$ cat src/rtl/int_reservation_station_if.sv
// Issue, common-result-bus and dispatch signals of the integer reservation station.
// The master side is the issue stage / CDB / ALU; the slave side is the station.
interface int_reservation_station_if #(
  parameter int OP_WIDTH    = 6,
  parameter int RS_ID_WIDTH = 5
);
  logic                   issue_valid;
  logic                   issue_ready;
  logic [RS_ID_WIDTH-1:0] issue_rs_id;
  logic [OP_WIDTH-1:0]    issue_op;
  logic                   issue_a_valid;
  logic [31:0]            issue_a_value;
  logic [RS_ID_WIDTH-1:0] issue_a_rs_id;
  logic                   issue_b_valid;
  logic [31:0]            issue_b_value;
  logic [RS_ID_WIDTH-1:0] issue_b_rs_id;

  logic                   cdb_valid;
  logic [RS_ID_WIDTH-1:0] cdb_rs_id;
  logic [31:0]            cdb_value;

  logic                   disp_valid;
  logic                   disp_ready;
  logic [OP_WIDTH-1:0]    disp_op;
  logic [31:0]            disp_a;
  logic [31:0]            disp_b;
  logic [RS_ID_WIDTH-1:0] disp_rs_id;

  modport master (
    output issue_valid, issue_op,
    output issue_a_valid, issue_a_value, issue_a_rs_id,
    output issue_b_valid, issue_b_value, issue_b_rs_id,
    output cdb_valid, cdb_rs_id, cdb_value,
    output disp_ready,
    input  issue_ready, issue_rs_id,
    input  disp_valid, disp_op, disp_a, disp_b, disp_rs_id
  );

  modport slave (
    input  issue_valid, issue_op,
    input  issue_a_valid, issue_a_value, issue_a_rs_id,
    input  issue_b_valid, issue_b_value, issue_b_rs_id,
    input  cdb_valid, cdb_rs_id, cdb_value,
    input  disp_ready,
    output issue_ready, issue_rs_id,
    output disp_valid, disp_op, disp_a, disp_b, disp_rs_id
  );
endinterface

$ cat src/rtl/int_reservation_station.sv
// Integer-unit reservation station: captures operands from issue and the CDB,
// dispatches the oldest entry whose operands are both valid.
module int_reservation_station #(
  parameter int ENTRIES     = 4,
  parameter int OP_WIDTH    = 6,
  parameter int RS_ID_WIDTH = 5,
  parameter int RS_ID_BASE  = 1
) (
  input  logic                    clk,
  input  logic                    rst,
  input  logic                    flush,
  int_reservation_station_if.slave rs
);
  localparam int IDX_W = (ENTRIES > 1) ? $clog2(ENTRIES) : 1;

  typedef logic [RS_ID_WIDTH-1:0] rs_id_t;
  typedef logic [IDX_W-1:0]       idx_t;

  typedef struct packed {
    logic                busy;
    logic [OP_WIDTH-1:0] op;
    logic                a_valid;
    logic [31:0]         a_value;
    rs_id_t              a_tag;
    logic                b_valid;
    logic [31:0]         b_value;
    rs_id_t              b_tag;
  } entry_t;

  entry_t             entry_q [ENTRIES];
  entry_t             entry_d [ENTRIES];
  // age_q[i][j] set means entry i was allocated before entry j
  logic [ENTRIES-1:0] age_q   [ENTRIES];
  logic [ENTRIES-1:0] age_d   [ENTRIES];

  logic [ENTRIES-1:0] ready;
  logic [ENTRIES-1:0] has_older;
  logic               free_found;
  idx_t               alloc_idx;
  logic               sel_found;
  idx_t               sel_idx;
  logic               issue_fire;
  logic               disp_fire;
  logic               a_fwd;
  logic               b_fwd;

  function automatic rs_id_t idx_to_id(input idx_t idx);
    return rs_id_t'(RS_ID_BASE) + rs_id_t'(idx);
  endfunction

  // Lowest-index free entry, from registered busy bits only.
  always_comb begin
    free_found = 1'b0;
    alloc_idx  = '0;
    for (int i = ENTRIES - 1; i >= 0; i--) begin
      if (!entry_q[i].busy) begin
        free_found = 1'b1;
        alloc_idx  = idx_t'(i);
      end
    end
  end

  // Oldest ready entry: the one no other ready entry is older than.
  always_comb begin
    ready     = '0;
    has_older = '0;
    sel_found = 1'b0;
    sel_idx   = '0;
    for (int i = 0; i < ENTRIES; i++) begin
      ready[i] = entry_q[i].busy && entry_q[i].a_valid && entry_q[i].b_valid;
    end
    for (int i = 0; i < ENTRIES; i++) begin
      for (int j = 0; j < ENTRIES; j++) begin
        if (ready[j] && age_q[j][i]) has_older[i] = 1'b1;
      end
    end
    for (int i = 0; i < ENTRIES; i++) begin
      if (ready[i] && !has_older[i]) begin
        sel_found = 1'b1;
        sel_idx   = idx_t'(i);
      end
    end
  end

  assign rs.issue_ready = free_found;
  assign rs.issue_rs_id = idx_to_id(alloc_idx);
  assign rs.disp_valid  = sel_found;
  assign rs.disp_rs_id  = idx_to_id(sel_idx);
  assign rs.disp_op     = sel_found ? entry_q[sel_idx].op      : '0;
  assign rs.disp_a      = sel_found ? entry_q[sel_idx].a_value : '0;
  assign rs.disp_b      = sel_found ? entry_q[sel_idx].b_value : '0;

  assign issue_fire = rs.issue_valid && free_found;
  assign disp_fire  = sel_found && rs.disp_ready;
  assign a_fwd      = rs.cdb_valid && (rs.cdb_rs_id == rs.issue_a_rs_id);
  assign b_fwd      = rs.cdb_valid && (rs.cdb_rs_id == rs.issue_b_rs_id);

  // NOTE: every variable gets its default before any conditional write, so no latch is inferred.
  always_comb begin
    entry_d = entry_q;
    age_d   = age_q;
    if (flush) begin
      for (int i = 0; i < ENTRIES; i++) entry_d[i].busy = 1'b0;
    end else begin
      if (rs.cdb_valid) begin
        for (int i = 0; i < ENTRIES; i++) begin
          if (entry_q[i].busy && !entry_q[i].a_valid && entry_q[i].a_tag == rs.cdb_rs_id) begin
            entry_d[i].a_valid = 1'b1;
            entry_d[i].a_value = rs.cdb_value;
          end
          if (entry_q[i].busy && !entry_q[i].b_valid && entry_q[i].b_tag == rs.cdb_rs_id) begin
            entry_d[i].b_valid = 1'b1;
            entry_d[i].b_value = rs.cdb_value;
          end
        end
      end
      if (disp_fire) entry_d[sel_idx].busy = 1'b0;
      // The allocated entry is free, so it never collides with the snoop or dispatch above.
      if (issue_fire) begin
        entry_d[alloc_idx].busy    = 1'b1;
        entry_d[alloc_idx].op      = rs.issue_op;
        entry_d[alloc_idx].a_valid = rs.issue_a_valid || a_fwd;
        entry_d[alloc_idx].a_value = rs.issue_a_valid ? rs.issue_a_value : rs.cdb_value;
        entry_d[alloc_idx].a_tag   = rs.issue_a_rs_id;
        entry_d[alloc_idx].b_valid = rs.issue_b_valid || b_fwd;
        entry_d[alloc_idx].b_value = rs.issue_b_valid ? rs.issue_b_value : rs.cdb_value;
        entry_d[alloc_idx].b_tag   = rs.issue_b_rs_id;
        for (int j = 0; j < ENTRIES; j++) begin
          age_d[alloc_idx][j] = 1'b0;
          age_d[j][alloc_idx] = entry_q[j].busy;
        end
      end
    end
  end

  // NOTE: the entry storage is reset as a whole because reset must return every field to zero.
  always_ff @(posedge clk or negedge rst) begin
    if (!rst) begin
      for (int i = 0; i < ENTRIES; i++) begin
        entry_q[i] <= '0;
        age_q[i]   <= '0;
      end
    end else begin
      entry_q <= entry_d;
      age_q   <= age_d;
    end
  end
endmodule
$ cat src/flat_wrapper.sv
// flat-port wrapper written by rule: the top's interface ports become plain ports
module int_reservation_station_flat 
#(
  parameter int ENTRIES     = 4,
  parameter int OP_WIDTH    = 6,
  parameter int RS_ID_WIDTH = 5,
  parameter int RS_ID_BASE  = 1
)
  (clk, rst, flush, rs_issue_valid, rs_issue_op, rs_issue_a_valid, rs_issue_a_value, rs_issue_a_rs_id, rs_issue_b_valid, rs_issue_b_value, rs_issue_b_rs_id, rs_cdb_valid, rs_cdb_rs_id, rs_cdb_value, rs_disp_ready, rs_issue_ready, rs_issue_rs_id, rs_disp_valid, rs_disp_op, rs_disp_a, rs_disp_b, rs_disp_rs_id);
  int_reservation_station_if #(.OP_WIDTH(OP_WIDTH), .RS_ID_WIDTH(RS_ID_WIDTH)) rs_i ();
  input  logic clk;
  input  logic rst;
  input  logic flush;
  input wire logic [$bits(rs_i.issue_valid)-1:0] rs_issue_valid;
  input wire logic [$bits(rs_i.issue_op)-1:0] rs_issue_op;
  input wire logic [$bits(rs_i.issue_a_valid)-1:0] rs_issue_a_valid;
  input wire logic [$bits(rs_i.issue_a_value)-1:0] rs_issue_a_value;
  input wire logic [$bits(rs_i.issue_a_rs_id)-1:0] rs_issue_a_rs_id;
  input wire logic [$bits(rs_i.issue_b_valid)-1:0] rs_issue_b_valid;
  input wire logic [$bits(rs_i.issue_b_value)-1:0] rs_issue_b_value;
  input wire logic [$bits(rs_i.issue_b_rs_id)-1:0] rs_issue_b_rs_id;
  input wire logic [$bits(rs_i.cdb_valid)-1:0] rs_cdb_valid;
  input wire logic [$bits(rs_i.cdb_rs_id)-1:0] rs_cdb_rs_id;
  input wire logic [$bits(rs_i.cdb_value)-1:0] rs_cdb_value;
  input wire logic [$bits(rs_i.disp_ready)-1:0] rs_disp_ready;
  output wire logic [$bits(rs_i.issue_ready)-1:0] rs_issue_ready;
  output wire logic [$bits(rs_i.issue_rs_id)-1:0] rs_issue_rs_id;
  output wire logic [$bits(rs_i.disp_valid)-1:0] rs_disp_valid;
  output wire logic [$bits(rs_i.disp_op)-1:0] rs_disp_op;
  output wire logic [$bits(rs_i.disp_a)-1:0] rs_disp_a;
  output wire logic [$bits(rs_i.disp_b)-1:0] rs_disp_b;
  output wire logic [$bits(rs_i.disp_rs_id)-1:0] rs_disp_rs_id;
  assign rs_i.issue_valid = rs_issue_valid;
  assign rs_i.issue_op = rs_issue_op;
  assign rs_i.issue_a_valid = rs_issue_a_valid;
  assign rs_i.issue_a_value = rs_issue_a_value;
  assign rs_i.issue_a_rs_id = rs_issue_a_rs_id;
  assign rs_i.issue_b_valid = rs_issue_b_valid;
  assign rs_i.issue_b_value = rs_issue_b_value;
  assign rs_i.issue_b_rs_id = rs_issue_b_rs_id;
  assign rs_i.cdb_valid = rs_cdb_valid;
  assign rs_i.cdb_rs_id = rs_cdb_rs_id;
  assign rs_i.cdb_value = rs_cdb_value;
  assign rs_i.disp_ready = rs_disp_ready;
  assign rs_issue_ready = rs_i.issue_ready;
  assign rs_issue_rs_id = rs_i.issue_rs_id;
  assign rs_disp_valid = rs_i.disp_valid;
  assign rs_disp_op = rs_i.disp_op;
  assign rs_disp_a = rs_i.disp_a;
  assign rs_disp_b = rs_i.disp_b;
  assign rs_disp_rs_id = rs_i.disp_rs_id;
  int_reservation_station #(.ENTRIES(ENTRIES), .OP_WIDTH(OP_WIDTH), .RS_ID_WIDTH(RS_ID_WIDTH), .RS_ID_BASE(RS_ID_BASE)) u_core (.clk(clk), .rst(rst), .flush(flush), .rs(rs_i));
endmodule
$ cat config.mk
export PLATFORM = sky130hd
export DESIGN_NAME = int_reservation_station_flat
export DESIGN_NICKNAME = d
export VERILOG_FILES = /design/src/rtl/int_reservation_station_if.sv /design/src/rtl/int_reservation_station.sv /design/src/flat_wrapper.sv
export SDC_FILE = /design/constraint.sdc
export NUM_CORES = 1
export LEC_CHECK = 0
export ABC_CLOCK_PERIOD_IN_PS = 2150
export CORE_ASPECT_RATIO = 1.75
export CORE_MARGIN = 2
export CORE_UTILIZATION = 52
export DETAILED_ROUTE_END_ITERATION = 8
export PLACE_DENSITY_LB_ADDON = 0.05
export SLEW_MARGIN = 30
export SYNTH_ARGS = -nofsm -noshare
export SYNTH_HDL_FRONTEND = slang
export SYNTH_SLANG_ARGS = --single-unit
$ cat constraint.sdc
create_clock -name clk -period 2.15 [get_ports clk]
set_input_delay 0.3225 -clock clk [delete_from_list [all_inputs] [get_ports clk]]
set_output_delay 0.3225 -clock clk [all_outputs]
set_load 0.005 [all_outputs]
==> summary.txt <==
Floorplanning
  • Die H: between 200 and 300 um
  • Die Footprint: around 37000 um^2
  • Top Ports: 207
  • Initial core utilization: between 50% and 60%
  • CORE AREA: ~35000 um^2
  • Cell Rows: 91
  • Die Width: between 100 and 150 um

Worst setup path
  • Critical path class: reg2out
  • Critical Path, Cell by Cell: buf_4 > buf_6 > nand4_1 > nand4_1 > nand2_2 > nand2_4 > buf_12 > buf_4 > o31ai_2 > buf_2
  • Startpoint type of the worst setup path: flip-flop
  • Crit-path leading delay family: buffers and inverters
  • Number of cells on the critical path: 10
  • Worst path max stage delay: 0.44 ns
  • Worst R2R Path Depth: 12
  • Crit path capture type: primary output
  • CP bufs+invs: 5
  • CP arrival: 2.62 ns
  • Crit Path Max Fanout: 27
  • Slowest cell on crit path: dfrtp_2
  • WP data required: 1.83 ns

STA
  • Clk_skew: around 0.026 ns
  • Fin. max-slew vios: 0
  • Max-slew headroom: about 54%
  • Max Clock Freq: 339.5 MHz
  • Setup ws final: -0.7955 ns
  • Final hold vios: 0
  • Fin crit share: 137.0%
  • Least-Margin Pin Slew: 0.6679 ns
  • Minimum clock period: between 2 and 3 ns
  • RSZ-0062 raised after global routing: true
  • Setup Viol. Count Final: slightly below 80

Worst hold path
  • Hold WC Path Type: in2reg
  • Worst hold path depth: 2

Pwr
  • Worst VDD drop: slightly below 700 uV
  • Pleak: 10.67 nW
  • Tot Pwr: roughly 19 mW
  • PwrDens: between 700 and 800 nW/um^2

Job
  • Max_cap viols: 0

Clock network
  • CTS Sinks: about 350
  • H-tree depth: 2
  • Num CTS Buffers: 35
  • Root Buffer: clkbuf_16
  • Latest clock arrival within the worst-skew pair: about 0.55 ns
  • Maximum buffer depth of the clock tree: 3
  • Reg clk slew, reported paths: 0.06 ns
  • TritonCTS clock tree: built

Drt
  • DR top layer: met5
  • DR vias/cell: 6.844
  • WL met1: 25100 um
  • Wire length on met3: 5095 um
  • DRT Wirelength: 69660 um
  • Post-DR wirelength/cell: 28.61 um
  • Met2 routed WL: roughly 35000 um
  • DRT iter0 DRCs: 1471
  • Via count: 16.67k
  • DR pass1 iterations: 5
  • DRC violations left: 0
  • Routed Antenna Nets: 0

Synthesis
  • Synth unique cells: 43
  • Post-synthesis cell area: 18510 um^2
  • Mapped Avg Cell Area: 11.31 um^2
  • Async SR Flop Fraction: 100.0%
  • Ys flop type: dfrtp_1
  • Main area contributors after synthesis: dfrtp_1 47%, a2bb2oi_1 12%, o22a_1 12%
  • Register area share after synthesis: 47.05%
  • YS warnings: 0
  • Share of the synthesized area in the top cell type: 47.05%
  • Post-synth EDFFs: 0
  • Post-Synthesis Cells: roughly 1.6k
  • Area leader, netlist: dfrtp_1
  • Register bit total from synthesis: 348

Cells and area
  • Share of cells above drive strength 1: between 30% and 40%
  • Design area: between 20000 and 30000 um^2
  • NumNets Final: 2071
  • Fin util: roughly 72%
  • Area Growth Syn to Fin: 36.47%

Outcome
  • Status: finished with violations
  • Failing checks: setup timing

GRT
  • Initial antenna violation count: 3
  • First-pass GRT wire length: 103500 um
  • Vias in the first global route: 17.13k
  • Grt ovf: 0
  • GRT Util Overall: 36.32%
  • Largest net degree at the start of global routing: 116

Placed design
  • Routability cong.: 0.9038
  • Cell Area, Placed: 22360 um^2
  • Port Buf Inserts: 202
  • Pre-CTS setup slack: -0.7921 ns
  • HPWL Detailed: 41490 um
sequential cells by signal, indices dropped and copies added, names as in the netlist, named ones only:
name and cells:
u_core.age_q 12, u_core.entry_q 332
layout by cell type, fill, tap and decap left out, types with 5 or more instances in the layout:
cell type / n
a21oi_4: 9
a22oi_1: 5
a22oi_2: 65
a2bb2oi_1: 259
buf_12: 62
buf_16: 9
buf_2: 68
buf_4: 140
buf_6: 49
buf_8: 11
clkbuf_1: 7
clkbuf_16: 44
clkbuf_8: 8
clkdlybuf4s50_1: 120
clkinv_2: 6
dfrtp_1: 341
dfrtp_2: 7
mux2_2: 64
mux2i_1: 95
nand2_1: 13
nand4_1: 25
nor2_1: 82
nor2_2: 18
nor2b_1: 5
o21ai_1: 23
o21ai_2: 10
o22a_1: 257
o31ai_1: 7
o31ai_2: 17
o31ai_4: 13
or4_4: 8
xnor2_1: 33
xor2_1: 16
kinds of logic (layout without fill, tap and decap cells):
kind of cell | after synthesis | in the layout | share of synthesized area (%)
adders and majority gates | 4 | 4 | 0.2704
other | 1 | 6 | 0.02026
and+or+nand+nor | 176 | 176 | 4.590
muxes | 162 | 162 | 9.193
DFF | 348 | 348 | 47.05
buffers and inverters | 214 | 542 | 5.462
xor gates and xnor gates | 50 | 50 | 2.366
AOI/OAI and AO/OA | 682 | 682 | 31.05
report_power, final:
group | switching (mW) | leakage (nW) | internal [mW] | total (mW)
registers | 0.881 | 4.26 | 7.78 | 8.66
logic | 1.94 | 5.85 | 2.37 | 4.31
clock network | 2.72 | 0.552 | 3.46 | 6.18
worst reg2reg max path: cells and delay by family (launching register included):
family	cells	cell delay [ns]
flip-flops	1	0.41
AND/OR/NAND/NOR	2	0.48
buffers and inverters	7	0.86
adder cells (fa/ha/maj)	1	0.15
AO/OA/AOI/OAI	2	0.29
cells in the mapped netlist, types with 3 or more instances:
library cell	count
and4b_1	4
a21oi_4	7
a22oi_1	70
nor2b_1	7
nor2_1	101
xor2_1	16
mux2_2	64
o31a_1	4
nand2_1	15
o21ai_0	35
a2bb2oi_1	260
buf_2	52
buf_1	40
dfrtp_1	348
xnor2_1	34
mux2i_1	98
a311oi_1	4
and2_1	3
nand4_1	25
buf_6	10
or4_1	8
buf_4	18
ha_1	4
o22a_1	257
inv_1	3
clkbuf_1	91
o31ai_1	37
area by class of cell:
| cell class | count | area [um^2] |
|---|---|---|
| flip-flops and latches | 348 | 8717 |
| clock buffers | 50 | 1023 |
| well taps | 465 | 581.8 |
| diodes | 2 | 5.005 |
| fillers | 2534 | 9921 |
| clock inverters | 13 | 115.1 |
| inverters | 3 | 13.76 |
| repair buffers | 476 | 5106 |
| multi-input cells | 1078 | 9699 |
per-layer routing:
metal / global-route usage, % / vias up
li1: - / 6995
met1: 43.01 / 8540
met2: 62.56 / 890
met3: 5.817 / 238
met4: 21.00 / 2
met5: 0 / -
per-stage QoR:
stage | TNS, ns | hold slack (ns) | instances
2_1_floorplan | 0 | 0.02691 | 1640
3_3_place_gp | -181.37 | 0.3223 | 2300
3_5_place_dp | -190.34 | 0.3213 | 2300
4_1_cts | -48.37 | 0.1520 | 2415
5_1_grt | -54.34 | 0.1745 | 2435
6_report | -47.71 | 0.1840 | 2435
final timing paths:
kind / to / start / slack (ns)
max: rs_disp_op[1] / u_core.entry_q[165] / -0.80
min: u_core.entry_q[331] / flush / 0.18
max reg2reg: u_core.entry_q[165] / flip-flop / -0.15
min reg2reg: flip-flop / flip-flop / 0.50
max in group asynchronous: u_core.entry_q[165] / rst / 1.00
min in group asynchronous: u_core.entry_q[23] / rst / 0.35
repair_timing:
action	CTS	global route
setup endpoints to repair	302	97
resized for setup	519	87
gates cloned	12	8
buffers inserted	55	20
hold endpoints to repair	52	0
pin swaps	72	37
hold buffers	1	0
(Power assumes the default switching activity.)
